File: config.mk
export PLATFORM = sky130hd
export DESIGN_NAME = global_ldst_ctrl_flat
export DESIGN_NICKNAME = d
export VERILOG_FILES = /design/src/rtl/global_ldst_ctrl_if.sv /design/src/rtl/global_ldst_ctrl.sv /design/src/flat_wrapper.sv
export SDC_FILE = /design/constraint.sdc
export NUM_CORES = 1
export LEC_CHECK = 0
export ABC_CLOCK_PERIOD_IN_PS = 3220
export CORE_MARGIN = 10
export CORE_UTILIZATION = 44
export CTS_BUF_LIST = sky130_fd_sc_hd__clkbuf_8
export CTS_CLUSTER_SIZE = 16
export DETAILED_ROUTE_END_ITERATION = 16
export GPL_TIMING_DRIVEN = 0
export PLACE_DENSITY = 0.82
export REMOVE_ABC_BUFFERS = 1
export SKIP_CTS_REPAIR_TIMING = 1
export SLEW_MARGIN = 10
export SYNTH_ARGS = -nofsm -noshare
export SYNTH_HDL_FRONTEND = slang
export SYNTH_SLANG_ARGS = --single-unit
File: constraint.sdc
create_clock -name clk_i -period 3.22 [get_ports clk_i]
set_clock_uncertainty 0.15 [all_clocks]
set_input_delay 0.483 -clock clk_i [delete_from_list [all_inputs] [get_ports clk_i]]
set_output_delay 0.483 -clock clk_i [all_outputs]
set_load 0.02 [all_outputs]
File: src/rtl/global_ldst_ctrl_if.sv
// Valid/ready bundle between the lane groups, the system AXI port and global_ldst_ctrl.
// The controller takes the slave side; the groups and system port together form the master side.
interface global_ldst_ctrl_if #(
    parameter int NrGroups = 4
);
    logic [NrGroups-1:0] grp_ar_valid_i;
    logic [NrGroups-1:0] grp_ar_ready_o;
    logic [NrGroups-1:0] grp_aw_valid_i;
    logic [NrGroups-1:0] grp_aw_ready_o;
    logic [NrGroups-1:0] grp_w_valid_i;
    logic [NrGroups-1:0] grp_w_last_i;
    logic [NrGroups-1:0] grp_w_ready_o;
    logic [NrGroups-1:0] grp_r_valid_o;
    logic [NrGroups-1:0] grp_r_ready_i;
    logic [NrGroups-1:0] grp_b_valid_o;
    logic [NrGroups-1:0] grp_b_ready_i;
    logic                ar_valid_o;
    logic                ar_ready_i;
    logic                aw_valid_o;
    logic                aw_ready_i;
    logic                w_valid_o;
    logic                w_last_o;
    logic                w_ready_i;
    logic                r_valid_i;
    logic                r_last_i;
    logic                r_ready_o;
    logic                b_valid_i;
    logic                b_ready_o;

    modport slave (
        input  grp_ar_valid_i, grp_aw_valid_i, grp_w_valid_i, grp_w_last_i,
        input  grp_r_ready_i, grp_b_ready_i,
        input  ar_ready_i, aw_ready_i, w_ready_i, r_valid_i, r_last_i, b_valid_i,
        output grp_ar_ready_o, grp_aw_ready_o, grp_w_ready_o, grp_r_valid_o, grp_b_valid_o,
        output ar_valid_o, aw_valid_o, w_valid_o, w_last_o, r_ready_o, b_ready_o
    );

    modport master (
        output grp_ar_valid_i, grp_aw_valid_i, grp_w_valid_i, grp_w_last_i,
        output grp_r_ready_i, grp_b_ready_i,
        output ar_ready_i, aw_ready_i, w_ready_i, r_valid_i, r_last_i, b_valid_i,
        input  grp_ar_ready_o, grp_aw_ready_o, grp_w_ready_o, grp_r_valid_o, grp_b_valid_o,
        input  ar_valid_o, aw_valid_o, w_valid_o, w_last_o, r_ready_o, b_ready_o
    );
endinterface

File: src/rtl/global_ldst_ctrl.sv
// Joins per-group AXI valid/ready handshakes into one system transaction and broadcasts
// R/B beats back so every group accepts each beat exactly once; tracks outstanding bursts.
module global_ldst_ctrl #(
    parameter int NrGroups       = 4,
    parameter int MaxOutstanding = 8
) (
    input  logic                 clk_i,
    input  logic                 rst_i,
    global_ldst_ctrl_if.slave    bus,
    output logic                 err_o,
    output logic                 idle_o
);
    localparam int CW = $clog2(MaxOutstanding + 1);
    localparam logic [CW-1:0] MaxCnt = CW'(MaxOutstanding);
    localparam logic [CW-1:0] SatCnt = {CW{1'b1}};

    logic [CW-1:0]       r_ar_cnt, r_aw_cnt, r_wb_cnt;
    logic [NrGroups-1:0] r_r_taken, r_b_taken;
    logic                r_err;

    logic                w_ar_fire, w_aw_fire, w_w_fire, w_r_fire, w_b_fire;
    logic                w_w_mismatch;
    logic [CW:0]         w_ar_step, w_aw_step, w_wb_step;
    logic [NrGroups-1:0] w_r_taken_nxt, w_b_taken_nxt;

    // Returns {underflow, next count}; a dec at zero is dropped and reported instead.
    function automatic logic [CW:0] cnt_step(input logic [CW-1:0] cnt, input logic inc,
                                              input logic dec, input logic [CW-1:0] top);
        logic [CW-1:0] nxt;
        logic          uf;
        nxt = cnt;
        uf  = 1'b0;
        if (inc && !dec && cnt != top) begin
            nxt = cnt + CW'(1);
        end else if (dec && !inc) begin
            if (cnt == '0) uf = 1'b1;
            else           nxt = cnt - CW'(1);
        end
        return {uf, nxt};
    endfunction

    assign bus.ar_valid_o     = (&bus.grp_ar_valid_i) & (r_ar_cnt < MaxCnt);
    assign bus.aw_valid_o     = (&bus.grp_aw_valid_i) & (r_aw_cnt < MaxCnt);
    assign w_ar_fire          = bus.ar_valid_o & bus.ar_ready_i;
    assign w_aw_fire          = bus.aw_valid_o & bus.aw_ready_i;
    assign bus.grp_ar_ready_o = {NrGroups{w_ar_fire}};
    assign bus.grp_aw_ready_o = {NrGroups{w_aw_fire}};

    // Registered wb_cnt means an AW firing this cycle opens W only from the next cycle.
    assign bus.w_valid_o      = (&bus.grp_w_valid_i) & (r_wb_cnt != '0);
    assign bus.w_last_o       = bus.grp_w_last_i[0];
    assign w_w_fire           = bus.w_valid_o & bus.w_ready_i;
    assign bus.grp_w_ready_o  = {NrGroups{w_w_fire}};
    assign w_w_mismatch       = w_w_fire & (bus.grp_w_last_i != '0) & (bus.grp_w_last_i != '1);

    assign bus.grp_r_valid_o  = {NrGroups{bus.r_valid_i}} & ~r_r_taken;
    assign bus.r_ready_o      = &(r_r_taken | bus.grp_r_ready_i);
    assign w_r_fire           = bus.r_valid_i & bus.r_ready_o;
    assign w_r_taken_nxt      = bus.r_ready_o ? '0
                              : (r_r_taken | (bus.grp_r_valid_o & bus.grp_r_ready_i));

    assign bus.grp_b_valid_o  = {NrGroups{bus.b_valid_i}} & ~r_b_taken;
    assign bus.b_ready_o      = &(r_b_taken | bus.grp_b_ready_i);
    assign w_b_fire           = bus.b_valid_i & bus.b_ready_o;
    assign w_b_taken_nxt      = bus.b_ready_o ? '0
                              : (r_b_taken | (bus.grp_b_valid_o & bus.grp_b_ready_i));

    assign w_ar_step = cnt_step(r_ar_cnt, w_ar_fire, w_r_fire & bus.r_last_i, MaxCnt);
    assign w_aw_step = cnt_step(r_aw_cnt, w_aw_fire, w_b_fire, MaxCnt);
    assign w_wb_step = cnt_step(r_wb_cnt, w_aw_fire, w_w_fire & bus.w_last_o, SatCnt);

    always_ff @(posedge clk_i) begin
        if (rst_i) begin
            r_ar_cnt  <= '0;
            r_aw_cnt  <= '0;
            r_wb_cnt  <= '0;
            r_r_taken <= '0;
            r_b_taken <= '0;
            r_err     <= 1'b0;
        end else begin
            r_ar_cnt  <= w_ar_step[CW-1:0];
            r_aw_cnt  <= w_aw_step[CW-1:0];
            r_wb_cnt  <= w_wb_step[CW-1:0];
            r_r_taken <= w_r_taken_nxt;
            r_b_taken <= w_b_taken_nxt;
            r_err     <= r_err | w_w_mismatch | w_ar_step[CW] | w_aw_step[CW] | w_wb_step[CW];
        end
    end

    assign err_o  = r_err;
    assign idle_o = (r_ar_cnt == '0) & (r_aw_cnt == '0) & (r_wb_cnt == '0)
                  & ~|r_r_taken & ~|r_b_taken;
endmodule
File: src/flat_wrapper.sv
// flat-port wrapper written by rule: the top's interface ports become plain ports
module global_ldst_ctrl_flat 
#(
    parameter int NrGroups       = 4,
    parameter int MaxOutstanding = 8
)
  (clk_i, rst_i, err_o, idle_o, bus_grp_ar_valid_i, bus_grp_aw_valid_i, bus_grp_w_valid_i, bus_grp_w_last_i, bus_grp_r_ready_i, bus_grp_b_ready_i, bus_ar_ready_i, bus_aw_ready_i, bus_w_ready_i, bus_r_valid_i, bus_r_last_i, bus_b_valid_i, bus_grp_ar_ready_o, bus_grp_aw_ready_o, bus_grp_w_ready_o, bus_grp_r_valid_o, bus_grp_b_valid_o, bus_ar_valid_o, bus_aw_valid_o, bus_w_valid_o, bus_w_last_o, bus_r_ready_o, bus_b_ready_o);
  global_ldst_ctrl_if #(.NrGroups(NrGroups)) bus_i ();
  input  logic clk_i;
  input  logic rst_i;
  output logic err_o;
  output logic idle_o;
  input wire logic [$bits(bus_i.grp_ar_valid_i)-1:0] bus_grp_ar_valid_i;
  input wire logic [$bits(bus_i.grp_aw_valid_i)-1:0] bus_grp_aw_valid_i;
  input wire logic [$bits(bus_i.grp_w_valid_i)-1:0] bus_grp_w_valid_i;
  input wire logic [$bits(bus_i.grp_w_last_i)-1:0] bus_grp_w_last_i;
  input wire logic [$bits(bus_i.grp_r_ready_i)-1:0] bus_grp_r_ready_i;
  input wire logic [$bits(bus_i.grp_b_ready_i)-1:0] bus_grp_b_ready_i;
  input wire logic [$bits(bus_i.ar_ready_i)-1:0] bus_ar_ready_i;
  input wire logic [$bits(bus_i.aw_ready_i)-1:0] bus_aw_ready_i;
  input wire logic [$bits(bus_i.w_ready_i)-1:0] bus_w_ready_i;
  input wire logic [$bits(bus_i.r_valid_i)-1:0] bus_r_valid_i;
  input wire logic [$bits(bus_i.r_last_i)-1:0] bus_r_last_i;
  input wire logic [$bits(bus_i.b_valid_i)-1:0] bus_b_valid_i;
  output wire logic [$bits(bus_i.grp_ar_ready_o)-1:0] bus_grp_ar_ready_o;
  output wire logic [$bits(bus_i.grp_aw_ready_o)-1:0] bus_grp_aw_ready_o;
  output wire logic [$bits(bus_i.grp_w_ready_o)-1:0] bus_grp_w_ready_o;
  output wire logic [$bits(bus_i.grp_r_valid_o)-1:0] bus_grp_r_valid_o;
  output wire logic [$bits(bus_i.grp_b_valid_o)-1:0] bus_grp_b_valid_o;
  output wire logic [$bits(bus_i.ar_valid_o)-1:0] bus_ar_valid_o;
  output wire logic [$bits(bus_i.aw_valid_o)-1:0] bus_aw_valid_o;
  output wire logic [$bits(bus_i.w_valid_o)-1:0] bus_w_valid_o;
  output wire logic [$bits(bus_i.w_last_o)-1:0] bus_w_last_o;
  output wire logic [$bits(bus_i.r_ready_o)-1:0] bus_r_ready_o;
  output wire logic [$bits(bus_i.b_ready_o)-1:0] bus_b_ready_o;
  assign bus_i.grp_ar_valid_i = bus_grp_ar_valid_i;
  assign bus_i.grp_aw_valid_i = bus_grp_aw_valid_i;
  assign bus_i.grp_w_valid_i = bus_grp_w_valid_i;
  assign bus_i.grp_w_last_i = bus_grp_w_last_i;
  assign bus_i.grp_r_ready_i = bus_grp_r_ready_i;
  assign bus_i.grp_b_ready_i = bus_grp_b_ready_i;
  assign bus_i.ar_ready_i = bus_ar_ready_i;
  assign bus_i.aw_ready_i = bus_aw_ready_i;
  assign bus_i.w_ready_i = bus_w_ready_i;
  assign bus_i.r_valid_i = bus_r_valid_i;
  assign bus_i.r_last_i = bus_r_last_i;
  assign bus_i.b_valid_i = bus_b_valid_i;
  assign bus_grp_ar_ready_o = bus_i.grp_ar_ready_o;
  assign bus_grp_aw_ready_o = bus_i.grp_aw_ready_o;
  assign bus_grp_w_ready_o = bus_i.grp_w_ready_o;
  assign bus_grp_r_valid_o = bus_i.grp_r_valid_o;
  assign bus_grp_b_valid_o = bus_i.grp_b_valid_o;
  assign bus_ar_valid_o = bus_i.ar_valid_o;
  assign bus_aw_valid_o = bus_i.aw_valid_o;
  assign bus_w_valid_o = bus_i.w_valid_o;
  assign bus_w_last_o = bus_i.w_last_o;
  assign bus_r_ready_o = bus_i.r_ready_o;
  assign bus_b_ready_o = bus_i.b_ready_o;
  global_ldst_ctrl #(.NrGroups(NrGroups), .MaxOutstanding(MaxOutstanding)) u_core (.clk_i(clk_i), .rst_i(rst_i), .bus(bus_i), .err_o(err_o), .idle_o(idle_o));
endmodule
Word level (Yosys, flattened, before mapping):

Index checks and enable logic that the tools add are counted.

* logic and storage cells: 105
* input port bits: 32
* flip-flop bits (word level): 21

* eq/ne operators: 7
* mux-type cells: 18
* bitwise gates (word level): 30
* $lt $le $gt $ge: 2
* reduce and logical (&&, ||, !) cells: 36
* $add $sub $neg: 6

Operator list (count)
* 4-bit 2-to-1 mux: 9
* 4-bit AND reduction: 5
* 1-bit AND: 16
* 4-bit AND: 4
* 4-bit inequality test (second input constant): 4
* 4-bit OR: 4
* 4-bit by 1-bit adder with 4-bit output (second input constant): 3
* 4-bit zero test: 3
* 4-bit by 1-bit subtractor with 4-bit output (second input constant): 3
* 1-bit logical AND: 9
* 1-bit 2-to-1 mux: 9
* 4-bit < comparator (second input constant): 2
* 4-bit inverter: 2
* 4-bit nonzero test: 2
* 4-bit OR reduction: 2
* 1-bit zero test: 7
* 2-bit by 1-bit inequality test with 1-bit output (second input constant): 3
* 2-bit AND reduction: 3
* 2-bit nonzero test: 3
* 1-bit OR: 4
* 2-bit OR reduction: 2

Logic depth before layout (Yosys ltp):

* depth after elaboration: 11
* gate-level depth with buffers: 11
* depth with buffers taken out: 10

Worst setup path after synthesis:

OpenSTA, ideal clock, no wires.

* path kind: input-to-reg
* from: input port bus_grp_aw_valid_i[3]
* to: register u_core.r_aw_cnt[3]
* stages on the path: 11
* setup time: 0.121 ns
* path slack: 0.685 ns
* buffers on the path: 1
* arrival: 2.264 ns
* cells stage by stage: nand4b_4 -> or2_0 -> buf_2 -> inv_1 -> nand2_1 -> ha_1 -> a21o_1 -> a21oi_1 -> nand4_1 -> o31a_1 -> mux2_4

* cells in the longest elaborated chain, start to end: 7
* elaborated cells between the ends (all ways): 11
* classes of those cells: eq/ne: 1; mux: 1; bitwise: 2; reduce/logical: 7

Ends and longest elaborated chain
* start, declared: RTL line flat_wrapper.sv:14 `input wire logic [$bits(bus_i.grp_aw_valid_i)-1:0] bus_grp_aw_valid_i;`
* 4-bit AND reduction *: RTL line global_ldst_ctrl.sv:43 `assign bus.aw_valid_o = (&bus.grp_aw_valid_i) & (r_aw_cnt < MaxCnt);`
* 1-bit AND *: RTL line global_ldst_ctrl.sv:43
* 1-bit AND *: RTL line global_ldst_ctrl.sv:45 `assign w_aw_fire = bus.aw_valid_o & bus.aw_ready_i;`
* via u_core.w_aw_fire: RTL line global_ldst_ctrl.sv:21 `logic w_ar_fire, w_aw_fire, w_w_fire, w_r_fire, w_b_fire;`
* 1-bit logical AND / 1-bit zero test (equally long branches): RTL line global_ldst_ctrl.sv:33, global_ldst_ctrl.sv:35
* 1-bit logical AND, on equally long branches: RTL line global_ldst_ctrl.sv:33, global_ldst_ctrl.sv:35
* 2-bit by 1-bit inequality test with 1-bit output (no line) / 2-bit nonzero test (equally long branches)
* 2-bit AND reduction (no line)
* end signal, assigned: RTL line global_ldst_ctrl.sv:82 `r_aw_cnt <= w_aw_step[CW-1:0];`
* end, declared: RTL line global_ldst_ctrl.sv:17 `logic [CW-1:0] r_ar_cnt, r_aw_cnt, r_wb_cnt;`

Mark *: on every way through the listed nets, which the timed path passes. The rest lies on a longest branch.
A chain may end at the register's enable or synchronous reset.

Final worst setup path:

* from: input port bus_grp_w_valid_i[2]
* to: output port bus_grp_w_ready_o[1]

* cells in the longest elaborated chain, start to end: 3

Ends and longest elaborated chain
* start, declared: RTL line flat_wrapper.sv:15 `input wire logic [$bits(bus_i.grp_w_valid_i)-1:0] bus_grp_w_valid_i;`
* 4-bit AND reduction: RTL line global_ldst_ctrl.sv:50 `assign bus.w_valid_o = (&bus.grp_w_valid_i) & (r_wb_cnt != '0);`
* 1-bit AND: RTL line global_ldst_ctrl.sv:50
* 1-bit AND: RTL line global_ldst_ctrl.sv:52 `assign w_w_fire = bus.w_valid_o & bus.w_ready_i;`
* end, declared: RTL line flat_wrapper.sv:27 `output wire logic [$bits(bus_i.grp_w_ready_o)-1:0] bus_grp_w_ready_o;`

Every way passes these cells.

==> summary.txt <==
Timing
  – Slew Limit Fails: 0
  – Fmax: 334 MHz
  – RSZ-0062 raised after global routing: false
  – Max-slew headroom: 0.565
  – Final Hold Viols: 0
  – Slew @ Worst Pin: 0.650 ns
  – Final setup TNS: 0 ns
  – Final period utilization: 0.931
  – # setup viols final: 0
  – Minimum clock period: 3.00 ns
  – Hold WS: 0.367 ns

Layout
  – Fin nets: 257
  – Diode count: 0
  – Register area: 420 µm²
  – Multi-input logic area: 873 µm²
  – Final instance area: 2000 µm²
  – Area Overhead vs Synth: 40.7%
  – Share of layout cells above drive strength 1: 0.0651
  – Fin util: 0.651
  – Fill cells: 274

Placement
  – Final Wtd Congestion: 0.836
  – Area of placed instances: 1960 µm²
  – PortBufs: 59
  – Dpl hpwl: 2.99 mm

Setup path
  – WP data arrival: 2.36 ns
  – R2r setup slk: 0.58 ns
  – R2R Path End: u_core.r_aw_cnt[3]
  – Worst Path Class, Setup: input port to output pin
  – Crit. Startpoint: bus_grp_w_valid_i[2]
  – Cell mode on critical path: clkdlybuf4s50_1
  – Worst-path fanout max: 6
  – Worst r2r path cells: 10
  – Setup crit end kind: output pin
  – CP max-delay cell: clkdlybuf4s50_1
  – Worst path required time: 2.59 ns
  – CP peak stage delay: 0.73 ns
  – Worst R2R Start: u_core.r_aw_cnt[3]
  – CP startpoint kind: input port
  – Crit path cell chain: clkdlybuf4s50_1, nand4_1, nor3b_1, clkdlybuf4s50_1

Clock tree
  – Num CTS Buffers: 3
  – Clk slew on worst S/H paths: 0.07 ns
  – Worst skew pair latency: 0.26 ns
  – CTS tree: built
  – Root Driver: clkbuf_8
  – H-tree depth: 1
  – Clock Path Buffers: 2
  – CTS sink cnt: 21

Worst hold path
  – Hold depth: 2
  – Hold crit path type: register to register
  – Hold path startpoint: u_core.r_wb_cnt[3]
  – Hold path endpoint: u_core.r_wb_cnt[3]

Pwr
  – Switching share of total power: 0.278
  – Peak supply drop: 158 µV
  – Clock group share of total power: 0.270
  – Pint: 448 µW
  – Switching pwr: 172 µW
  – Gate power share: 0.273
  – Power share of the sequential group: 0.457
  – Power Total: 620 µW
  – Pwr Density: 310 nW/µm²
  – LEAKAGE: 0.763 nW

Detailed routing
  – Routed Wire Length: 3.57 mm
  – Drt wl/cell: 13.8 µm
  – DR iter-0 viols: 22
  – Via count: 1312
  – Pre-Repair DR Iteration Count: 4
  – Post-route ant nets: 0
  – DRC viols: 0
  – DR vias/cell: 5.07

Global route
  – Antenna violations before repair: 0
  – Grt total ovfl: 0
  – First-pass GRT wire length: 6.13 mm
  – Global Route Usage Sum: 0.123
  – Number of global-route vias before repair: 1337
  – Largest net degree at the start of global routing: 18

Logic synthesis
  – Seq/Total Area, Yosys: 0.295
  – Distinct cells, synth: 47
  – Synthesized cell area: 1420 µm²
  – Synthesized area per cell: 8.48 µm²
  – Synthesized instance count: 168
  – Synth Register Bits: 21
  – Synth warnings: 0

Floorplan
  – IO Count: 60
  – CORE AREA: 3080 µm²
  – Die Y: 76.9 µm
  – FP Rows: 20
  – Die Area: 5910 µm²
  – DIE WIDTH: 76.9 µm
  – Initial Util: 0.463

Status
  – Status: finished, final reports clean

Run
  – Total of max-cap violations: 0
==> sequential cells by signal, summed over array words and instances, names as in the netlist <==
signal / cells
u_core.r_aw_cnt: 4
u_core.r_ar_cnt: 4
u_core.r_wb_cnt: 4
u_core.r_b_taken: 4
u_core.r_r_taken: 4
u_core.err_o: 1
==> power groups by stage <==
stage	Clock (mW)	Combinational (mW)	Sequential [mW]
final	0.168	0.169	0.283
after global placement	0	0.168	0.289
after CTS	0.174	0.171	0.283
after global routing	0.184	0.185	0.286
after floorplan	0	0.0802	0.288
after detailed placement	0	0.170	0.289
==> critical path, delay by kind of cell <==
family                 cells  cell delay (ns)
buffers and inverters      2             1.19
and+or+nand+nor            2             0.68
==> routing by layer <==
| layer | share of wire | global-route usage | up-vias |
|---|---|---|---|
| li1 | - | - | 674 |
| met1 | 0.44 | 0.138 | 595 |
| met2 | 0.48 | 0.208 | 39 |
| met3 | 0.067 | 0.0431 | 4 |
| met4 | 0.014 | 0.0502 | 0 |
| met5 | 0 | 0 | - |
==> through the flow <==
stage	instances	setup WS, ns
5_1_grt	259	0.0403
6_report	259	0.222
2_1_floorplan	152	-0.131
3_3_place_gp	255	0.00137
4_1_cts	259	0.193
3_5_place_dp	255	-0.0307
==> cells by family (layout without fill, tap and decap cells) <==
group,after synthesis,after routing,synth area share
buffers and inverters,21,68,0.0914
adder cells (fa/ha/maj),9,9,0.0949
multiplexers,7,7,0.0598
AO/OA/AOI/OAI,30,30,0.130
AND/OR/NAND/NOR,73,73,0.286
XOR/XNOR,7,7,0.0431
flip-flops,21,21,0.295
==> cell usage in the layout, fill, tap and decap left out, types with 2 or more instances in the layout <==
master,n
mux2i_1,3
nor3_1,2
fa_1,3
clkdlybuf4s50_1,59
nor3_2,2
inv_1,5
nand3_1,2
o22ai_1,4
a21oi_1,13
or4_1,3
dfxtp_1,21
o21ai_0,2
xnor2_1,6
nand2_1,8
a21o_1,4
nor4_1,2
clkbuf_8,3
nand4_1,5
mux2_4,2
ha_1,6
nor2b_1,6
nor2_1,29
a22oi_1,2
or2_2,2
==> how the worst max path moves through the flow <==
stage | to | slack (ns) | depth (start not counted)
6_report | bus_grp_w_ready_o[1] | 0.22 | 4
5_1_grt | bus_grp_w_ready_o[1] | 0.04 | 4
4_1_cts | bus_grp_w_ready_o[1] | 0.19 | 4
3_5_place_dp | u_core.r_aw_cnt[3] | -0.03 | 11
3_3_place_gp | u_core.r_aw_cnt[3] | 0.001 | 11
2_1_floorplan | u_core.r_wb_cnt[3] | -0.13 | 5
==> area by class of cell <==
class                           count  area share
Clock buffer                        3      0.0206
Clock inverter                      1     0.00187
Inverter                            5     0.00937
Multi-Input combinational cell    126       0.436
Sequential cell                    21       0.210
Tap cell                           44      0.0275
Timing Repair Buffer               59       0.295
==> Yosys cell counts, drive strengths merged <==
master	n	area (µm²)
a22oi	2	15.0
o31a	1	8.76
nor2b	6	37.5
a211oi	2	20.0
a21o	4	30.0
nor4	3	25.0
fa	3	60.1
xor2	1	8.76
nor2	29	109
nand4	5	31.3
clkinv	1	3.75
inv	4	15.0
nand2	8	30.0
or4	3	22.5
nand4b	2	32.5
mux2i	4	43.8
nand3b	1	7.51
and2	1	6.26
or2	4	25.0
buf	14	103
ha	6	75.1
o21ai	3	15.0
a21oi	13	65.1
or3	2	17.5
nor3	4	30.0
mux2	3	41.3
and4	1	8.76
nand2b	1	6.26
xnor2	6	52.6
o22ai	4	25.0
nand3	2	10.0
dfxtp	21	420
nor3b	1	7.51
a31oi	1	6.26
clkbuf	2	8.75
Power figures use the tool's default switching activity.
